**src/rtl/serial_adder_pkg.sv**
```systemverilog
// serial_adder_pkg: shared FSM state type and width limit for the bit-serial adder
package serial_adder_pkg;
    localparam int WIDTH_MAX = 32;
    typedef enum logic [1:0] {
        IDLE = 2'd0,
        RUN  = 2'd1,
        DONE = 2'd2
    } state_t;
endpackage

```
**src/rtl/serial_adder_ctrl_if.sv**
```systemverilog
// serial_adder_ctrl_if: start/done request bus between a requester and the serial adder
interface serial_adder_ctrl_if #(parameter int WIDTH = 8);
    logic             start;
    logic [WIDTH-1:0] a;
    logic [WIDTH-1:0] b;
    logic             cin_init;
    logic             busy;
    logic             done;
    logic [WIDTH-1:0] result;
    logic             cout;
    logic             ovf;
    modport master (output start, a, b, cin_init, input busy, done, result, cout, ovf);
    modport slave  (input start, a, b, cin_init, output busy, done, result, cout, ovf);
endinterface

```
**src/rtl/myFullAdder.sv**
```systemverilog
// myFullAdder: single-bit full adder reused every cycle by the serial adder
module myFullAdder (
    input  logic X,
    input  logic Y,
    input  logic cin,
    output logic sum,
    output logic cout
);
    assign sum  = X ^ Y ^ cin;
    assign cout = (X & Y) | (cin & (X ^ Y));
endmodule

```
**src/rtl/serial_adder_ctrl.sv**
```systemverilog
// serial_adder_ctrl: adds two WIDTH-bit operands one bit per cycle through a single full adder
module serial_adder_ctrl
    import serial_adder_pkg::*;
#(
    parameter int WIDTH = 8
) (
    input logic               clk,
    input logic               rst_n,
    serial_adder_ctrl_if.slave bus
);
    localparam int CW = $clog2(WIDTH);
    localparam logic [CW-1:0] LAST = CW'(WIDTH - 1);
    if (WIDTH < 2 || WIDTH > WIDTH_MAX) begin : g_bad_width
        $error("serial_adder_ctrl: WIDTH out of range");
    end
    state_t           state;
    logic [WIDTH-1:0] sr_a;
    logic [WIDTH-1:0] sr_b;
    logic [WIDTH-1:0] res;
    logic [CW-1:0]    bit_cnt;
    logic             carry;
    logic             cout_q;
    logic             ovf_q;
    logic             fa_sum;
    logic             fa_cout;
    myFullAdder u_fa (
        .X    (sr_a[0]),
        .Y    (sr_b[0]),
        .cin  (carry),
        .sum  (fa_sum),
        .cout (fa_cout)
    );
    always_ff @(posedge clk) begin
        if (!rst_n) begin
            state   <= IDLE;
            sr_a    <= '0;
            sr_b    <= '0;
            res     <= '0;
            bit_cnt <= '0;
            carry   <= 1'b0;
            cout_q  <= 1'b0;
            ovf_q   <= 1'b0;
        end else if (state == IDLE) begin
            if (bus.start) begin
                state   <= RUN;
                sr_a    <= bus.a;
                sr_b    <= bus.b;
                carry   <= bus.cin_init;
                bit_cnt <= '0;
                res     <= '0;
                cout_q  <= 1'b0;
                ovf_q   <= 1'b0;
            end
        end else if (state == RUN) begin
            res     <= {fa_sum, res[WIDTH-1:1]};
            carry   <= fa_cout;
            sr_a    <= sr_a >> 1;
            sr_b    <= sr_b >> 1;
            bit_cnt <= bit_cnt + 1'b1;
            // carry still holds the carry into the MSB here, so overflow is settled now
            if (bit_cnt == LAST) begin
                state  <= DONE;
                cout_q <= fa_cout;
                ovf_q  <= carry ^ fa_cout;
            end
        end else begin
            state <= IDLE;
        end
    end
    assign bus.busy   = state != IDLE;
    assign bus.done   = state == DONE;
    assign bus.result = res;
    assign bus.cout   = cout_q;
    assign bus.ovf    = ovf_q;
endmodule

```
**src/flat_wrapper.sv**
```systemverilog
// flat-port wrapper written by rule: the top's interface ports become plain ports
module serial_adder_ctrl_flat import serial_adder_pkg::*;
#(
    parameter int WIDTH = 8
)
  (clk, rst_n, bus_start, bus_a, bus_b, bus_cin_init, bus_busy, bus_done, bus_result, bus_cout, bus_ovf);
  serial_adder_ctrl_if #(.WIDTH(WIDTH)) bus_i ();
  input logic clk;
  input logic rst_n;
  input wire logic [$bits(bus_i.start)-1:0] bus_start;
  input wire logic [$bits(bus_i.a)-1:0] bus_a;
  input wire logic [$bits(bus_i.b)-1:0] bus_b;
  input wire logic [$bits(bus_i.cin_init)-1:0] bus_cin_init;
  output wire logic [$bits(bus_i.busy)-1:0] bus_busy;
  output wire logic [$bits(bus_i.done)-1:0] bus_done;
  output wire logic [$bits(bus_i.result)-1:0] bus_result;
  output wire logic [$bits(bus_i.cout)-1:0] bus_cout;
  output wire logic [$bits(bus_i.ovf)-1:0] bus_ovf;
  assign bus_i.start = bus_start;
  assign bus_i.a = bus_a;
  assign bus_i.b = bus_b;
  assign bus_i.cin_init = bus_cin_init;
  assign bus_busy = bus_i.busy;
  assign bus_done = bus_i.done;
  assign bus_result = bus_i.result;
  assign bus_cout = bus_i.cout;
  assign bus_ovf = bus_i.ovf;
  serial_adder_ctrl #(.WIDTH(WIDTH)) u_core (.clk(clk), .rst_n(rst_n), .bus(bus_i));
endmodule
```
**config.mk**
```make
export PLATFORM = sky130hd
export DESIGN_NAME = serial_adder_ctrl_flat
export DESIGN_NICKNAME = d
export VERILOG_FILES = /design/src/rtl/serial_adder_pkg.sv /design/src/rtl/serial_adder_ctrl_if.sv /design/src/rtl/myFullAdder.sv /design/src/rtl/serial_adder_ctrl.sv /design/src/flat_wrapper.sv
export SDC_FILE = /design/constraint.sdc
export NUM_CORES = 1
export LEC_CHECK = 0
export ABC_AREA = 1
export CORE_UTILIZATION = 43
export CTS_CLUSTER_SIZE = 24
export DETAILED_ROUTE_END_ITERATION = 6
export PLACE_DENSITY = 0.78
export REMOVE_ABC_BUFFERS = 1
export SKIP_LAST_GASP = 1
export SYNTH_ARGS = -nofsm -noshare
export SYNTH_HDL_FRONTEND = slang
export SYNTH_SLANG_ARGS = --single-unit
```
**constraint.sdc**
```tcl
create_clock -name clk -period 2.6 [get_ports clk]
set_input_delay 0.39 -clock clk [delete_from_list [all_inputs] [get_ports clk]]
set_output_delay 0.39 -clock clk [all_outputs]
set_load 0.005 [all_outputs]
```
==> impl_metrics.py, run 1 <==
metrics = {
    "run_status": {
        "status": "complete, no violations",
    },
    "worst_setup_path": {
        "crit_required_ns": 2.21,
        "path_cells": "nor2_4, inv_2, clkdlybuf4s50_1",
        "path_max_fanout": 13,
        "worstPathArrival_ns": 1.63,
        "rr_worst_depth": 5,
        "path_depth": 3,
        "rrSetupSlack_ns": 1.33,
        "crit-reg2reg-capture": "u_core.sr_b[3]",
        "r2r-start": "u_core.state[0]",
        "path_class": "flip-flop to output pin",
        "worst_setup_path_end_kind": "output pin",
        "worstSetupStartpoint": "u_core.state[0]",
        "worstSetupEndpoint": "bus_busy",
        "cp_slowest_cell": "clkdlybuf4s50_1",
        "slowest_delay_ns": 0.54,
        "critPathTopFamily": "buffers and inverters",
        "critPathLaunchType": "flip-flop",
        "worst-path-buf-inv": 2,
    },
    "sta": {
        "hold_viol": 0,
        "maxSlewViolCount": 0,
        "skew_ns": 0.008521,
        "timing.fmax_mhz": 495.5,
        "worst-slew-pin-transition_ns": 0.3516,
        "slew-limit-headroom_pct": 76.48,
        "fin_crit_sh_pct": 77.62,
        "rsz0062_at_grt": "no",
        "min_period_ns": 2.018,
        "setup_tns_ns": 0,
        "setup_viol": 0,
    },
    "detailed_routing": {
        "routedWlPerCell_um": 10.29,
        "drc": 0,
        "drt_wl_total_mm": 2.872,
        "firstDrtPassIters": 4,
        "viasPerCell": 4.642,
        "first_iter_violations": 66,
        "drt.antenna.violating_nets": 0,
        "dr_total_vias": 1295,
    },
    "power_and_ir_drop": {
        "p_total_uw": 957.6,
        "power.internal_uw": 692.1,
        "p_seq_share_pct": 56.4,
        "clockPowerShare_pct": 26.5,
        "swShare_pct": 27.73,
        "pwr_density_cell_nw_per_um2": 532.6,
        "p_comb_share_pct": 17.1,
        "power_switching_uw": 265.5,
        "p_leak_nw": 0.8807,
        "vdd_drop_max_mv": 0.2693,
    },
    "finish": {
        "diodes": 0,
        "areaGrowthSynthToFinish_pct": 26.38,
        "drive_above_1_share_pct": 7.234,
        "final_nets": 258,
        "layout_common_cells": "nand2_1, dfxtp_1, clkdlybuf4s50_1",
        "final_common_cell": "nand2_1",
    },
    "global_route": {
        "grt_pass1_wl_mm": 4.843,
        "gr-usage-all-layers_pct": 18.54,
        "overflow": 0,
        "grt_pass1_vias": 1089,
        "antenna_found_initial": 0,
        "grt_max_degree": 24,
    },
    "synthesis": {
        "avgSynthCellArea_um2": 7.043,
        "synth_cells": 202,
        "ys_types": 19,
        "synth_seq_cells": 32,
        "synthTopCellsByArea": "dfxtp_1, nand2_1, nand3_1",
        "netlist.area_leader.share_pct": 45.03,
        "netlist_area_um2": 1423,
        "ys_warn_count": 0,
        "synth_area_leader_cell": "dfxtp_1",
        "yosysSeqAreaShare_pct": 45.03,
    },
    "placement": {
        "dpl.hpwl_mm": 1.943,
        "globalplace.congestion": 0.7722,
        "io_buffers": 31,
    },
    "floorplan": {
        "die_width_um": 59.52,
        "io_pins": 32,
        "core_area_um2": 3103,
        "die_area_um2": 3543,
        "die_h_um": 59.52,
        "fp-row-count": 20,
        "start_util_pct": 45.85,
    },
    "cts": {
        "clk_path_buf_depth": 2,
        "postCtsSetupRepairBufs": 0,
        "hold_buffers": 0,
        "cts-buffers-inserted": 5,
        "clk_latency_ns": 0.33,
        "clkTransAtPathRegs_ns": 0.09,
        "root_buffer": "clkbuf_4",
        "h-tree-depth": 2,
        "cts_sinks": 32,
        "cts_tree": "yes",
        "post_cts_resized": 0,
    },
    "job": {
        "max_cap_violations": 0,
    },
    "hold_path": {
        "worstHoldPathCells": 2,
        "hp-class": "flip-flop to flip-flop",
    },
}
==> tightest hold or removal path: cells and delay by family (launching register included) <==
family           cells  cell delay (ns)
flip-flops           1             0.33
AND/OR/NAND/NOR      2             0.10
==> worst min path at each step <==
stage                         startpoint                   end  slack, ns
finish              u_core.bus.result[5]  u_core.bus.result[4]       0.46
floorplan                 u_core.sr_a[7]        u_core.sr_a[7]       0.45
CTS                 u_core.bus.result[5]  u_core.bus.result[4]       0.47
detailed placement  u_core.bus.result[6]  u_core.bus.result[5]       0.46
global route        u_core.bus.result[5]  u_core.bus.result[4]       0.46
global placement    u_core.bus.result[2]  u_core.bus.result[1]       0.46
==> power by group through the flow <==
stage / logic, mW / registers (mW) / clock network, mW
final: 0.164 / 0.540 / 0.254
after global routing: 0.185 / 0.545 / 0.287
after CTS: 0.166 / 0.540 / 0.265
after detailed placement: 0.164 / 0.551 / 0
after global placement: 0.164 / 0.550 / 0
after floorplan: 0.0903 / 0.546 / 0
==> metal layers <==
| layer | global-route usage [%] | vias up | wire length, um |
|---|---|---|---|
| met2 | 29.86 | 26 | 1284 |
| li1 | - | 691 | - |
| met5 | 0 | - | 0 |
| met1 | 22.57 | 572 | 1371 |
| met3 | 6.769 | 6 | 174 |
| met4 | 6.977 | 0 | 41 |
==> layout make-up <==
| class | count | area, um^2 |
|---|---|---|
| clock inverter | 1 | 5.005 |
| sequential | 32 | 640.6 |
| timing repair buffer | 35 | 340.3 |
| inverter | 9 | 33.78 |
| fill | 322 | 1305 |
| multi-input combinational | 152 | 681.9 |
| tap | 44 | 55.05 |
| clock buffer | 6 | 41.29 |
==> registers in the layout (all words and copies together) (netlist names) <==
signal,cells
u_core.state,2
u_core.sr_a,8
u_core.sr_b,8
u_core.bus.result,8
u_core.bus.cout,1
u_core.carry,1
u_core.bus.ovf,1
u_core.bit_cnt,3
==> metrics by stage <==
| step | util, % | std cells | setup slack, ns | hold WS (ns) | cell area, um^2 |
|---|---|---|---|---|---|
| 2_1_floorplan | - | 193 | 1.147 | 0.4458 | 1356 |
| 3_3_place_gp | 56.45 | 272 | 0.8173 | 0.4557 | 1752 |
| 3_5_place_dp | 56.45 | 272 | 0.8091 | 0.4559 | 1752 |
| 4_1_cts | 57.94 | 279 | 0.5633 | 0.4659 | 1798 |
| 5_1_grt | 57.94 | 279 | 0.4970 | 0.4640 | 1798 |
| 6_report | 57.94 | 279 | 0.5820 | 0.4575 | 1798 |
==> cell families after synthesis <==
family	after synthesis	share of synthesized area, %
AO/OA/AOI/OAI	7	2.815
buffers and inverters	18	7.036
flip-flops	32	45.03
adder cells (fa/ha/maj)	3	3.166
XOR/XNOR	1	0.6158
AND/OR/NAND/NOR	141	41.34
==> Yosys cell counts <==
library cell and n:
buf_4 2, nand3b_1 2, inv_2 2, buf_6 3, inv_1 7, nand3_1 25
nor2_1 8, o22ai_1 1, nor2_2 2, clkbuf_1 2, xor2_1 1, dfxtp_1 32
o21ai_2 1, ha_1 2, nor2_4 2, nand2_1 102, fa_1 1, buf_2 2
o21ai_0 5
Power figures use the tool's default switching activity.
==> run 2: changes to the inputs <==
clock period = 1.94 ns   (was 2.6 ns; I/O delays follow)
==> run 2 against run 1 <==
Net effect:
- clock skew grew 0.0018 ns
- register-to-register slack lost 0.63 ns
- total power grew 35%
- utilization grew 0.52 points
- die area is the same
- first-iteration DRC count shrank 20%
- via count shrank 0.46%
- clock power grew 36%
==> impl_metrics.py, run 2 (synthesis results as in run 1) <==
metrics = {
    "finish": {
        "areaGrowthSynthToFinish_pct": 27.53,
        "final_nets": 260,
        "stdcell_count": 281,
        "diodes": 0,
        "drive_above_1_share_pct": 8.439,
        "layout_common_cells": "nand2_1, clkdlybuf4s50_1, dfxtp_1",
        "fillCellCount": 333,
        "final_common_cell": "nand2_1",
    },
    "detailed_routing": {
        "firstDrtPassIters": 4,
        "dr_total_vias": 1289,
        "first_iter_violations": 53,
        "drc": 0,
        "drt_wl_total_mm": 2.939,
        "viasPerCell": 4.587,
        "routedWlPerCell_um": 10.46,
        "drt.antenna.violating_nets": 0,
    },
    "sta": {
        "worst-slew-pin-transition_ns": 0.4427,
        "setup_tns_ns": 0,
        "fin_crit_sh_pct": 95.21,
        "slew-limit-headroom_pct": 70.48,
        "hold_viol": 0,
        "timing.fmax_mhz": 541.4,
        "setup_viol": 0,
        "skew_ns": 0.01031,
        "rsz0062_at_grt": "no",
        "maxSlewViolCount": 0,
        "min_period_ns": 1.847,
    },
    "global_route": {
        "grt_max_degree": 20,
        "overflow": 0,
        "antenna_found_initial": 0,
        "gr-usage-all-layers_pct": 18.54,
        "grt_pass1_wl_mm": 4.802,
        "grt_pass1_vias": 1154,
    },
    "hold_path": {
        "worstHoldPathCells": 2,
        "worstHoldEndpoint": "u_core.bus.result[4]",
        "worstHoldStart": "u_core.bus.result[5]",
        "hp-class": "flip-flop to flip-flop",
    },
    "worst_setup_path": {
        "rr_worst_depth": 4,
        "critPathLaunchType": "flip-flop",
        "path_max_fanout": 13,
        "path_class": "flip-flop to output pin",
        "worstPathArrival_ns": 1.56,
        "worst_setup_path_end_kind": "output pin",
        "rrSetupSlack_ns": 0.70,
        "crit_required_ns": 1.65,
        "crit-reg2reg-capture": "u_core.bus.result[6]",
        "r2r-start": "u_core.state[0]",
    },
    "floorplan": {
        "die_width_um": 59.52,
        "die_area_um2": 3543,
        "fp-row-count": 20,
        "io_pins": 32,
        "core_area_um2": 3103,
        "die_h_um": 59.52,
        "start_util_pct": 45.85,
    },
    "job": {
        "max_cap_violations": 0,
    },
    "power_and_ir_drop": {
        "pwr_density_cell_nw_per_um2": 712.4,
        "p_leak_nw": 0.8907,
        "vdd_drop_max_mv": 0.5022,
    },
    "placement": {
        "globalplace.congestion": 0.7430,
        "place_inst": 274,
        "dpl.hpwl_mm": 1.995,
        "io_buffers": 31,
    },
    "cts": {
        "cts_sinks": 32,
        "cts-buffers-inserted": 5,
        "clk_path_buf_depth": 2,
        "root_buffer": "clkbuf_4",
        "hold_buffers": 0,
        "h-tree-depth": 2,
        "clkTransAtPathRegs_ns": 0.09,
        "cts_tree": "yes",
        "clk_latency_ns": 0.33,
    },
    "run_status": {
        "status": "complete, no violations",
    },
}
run 2: worst max path at each step:
stage	from	endpoint	slack (ns)
after floorplan	u_core.state[0]	u_core.carry	0.49
after global placement	bus_start	u_core.bus.result[6]	0.36
after detailed placement	bus_start	u_core.bus.result[6]	0.34
after CTS	u_core.state[0]	bus_busy	0.04
after global routing	u_core.state[1]	bus_busy	0.02
final	u_core.state[1]	bus_busy	0.09
run 2: final cells by class:
| type | instances | area (um^2) | area share (%) |
|---|---|---|---|
| multi-input cells | 152 | 681.9 | 37.59 |
| flip-flops and latches | 32 | 641.9 | 35.38 |
| repair buffers | 37 | 355.3 | 19.59 |
| well taps | 44 | 55.05 | 3.034 |
| clock buffers | 6 | 41.29 | 2.276 |
| inverters | 9 | 33.78 | 1.862 |
| clock inverters | 1 | 5.005 | 0.2759 |
run 2: critical path, cell delays in order, from the launching register on:
cell and delay [ns]:
dfxtp_1 0.45, nor2_4 0.05, inv_2 0.18, clkdlybuf4s50_1 0.54
run 2: through the flow:
stage / hold WS, ns / power, mW / instance area [um^2] / utilization, % / setup WS (ns)
after floorplan: 0.3941 / 0.8531 / 1356 / - / 0.4875
after global routing: 0.4899 / 1.371 / 1814 / 58.47 / 0.01757
after detailed placement: 0.4551 / 0.9615 / 1767 / 56.94 / 0.3375
after CTS: 0.4709 / 1.309 / 1813 / 58.43 / 0.03823
after global placement: 0.4554 / 0.9608 / 1767 / 56.94 / 0.3616
final: 0.4699 / 1.293 / 1814 / 58.47 / 0.09299
run 2: routing by layer:
metal / wire (um) / track usage (%) / up-vias
met5: 0 / 0 / -
met4: 33 / 5.980 / 0
met3: 169 / 7.205 / 3
met2: 1285 / 30.82 / 25
met1: 1450 / 21.92 / 561
li1: - / - / 700
run 2: where the power goes:
group | switching (mW) | internal, mW
Combinational | 0.122 | 0.102
Sequential | 0.0263 | 0.697
Clock | 0.213 | 0.133
run 2: timing repair:
action                     4_1_cts  5_1_grt
setup buffers                    0        0
gates resized for setup          0        1
setup endpoints to repair        0        1
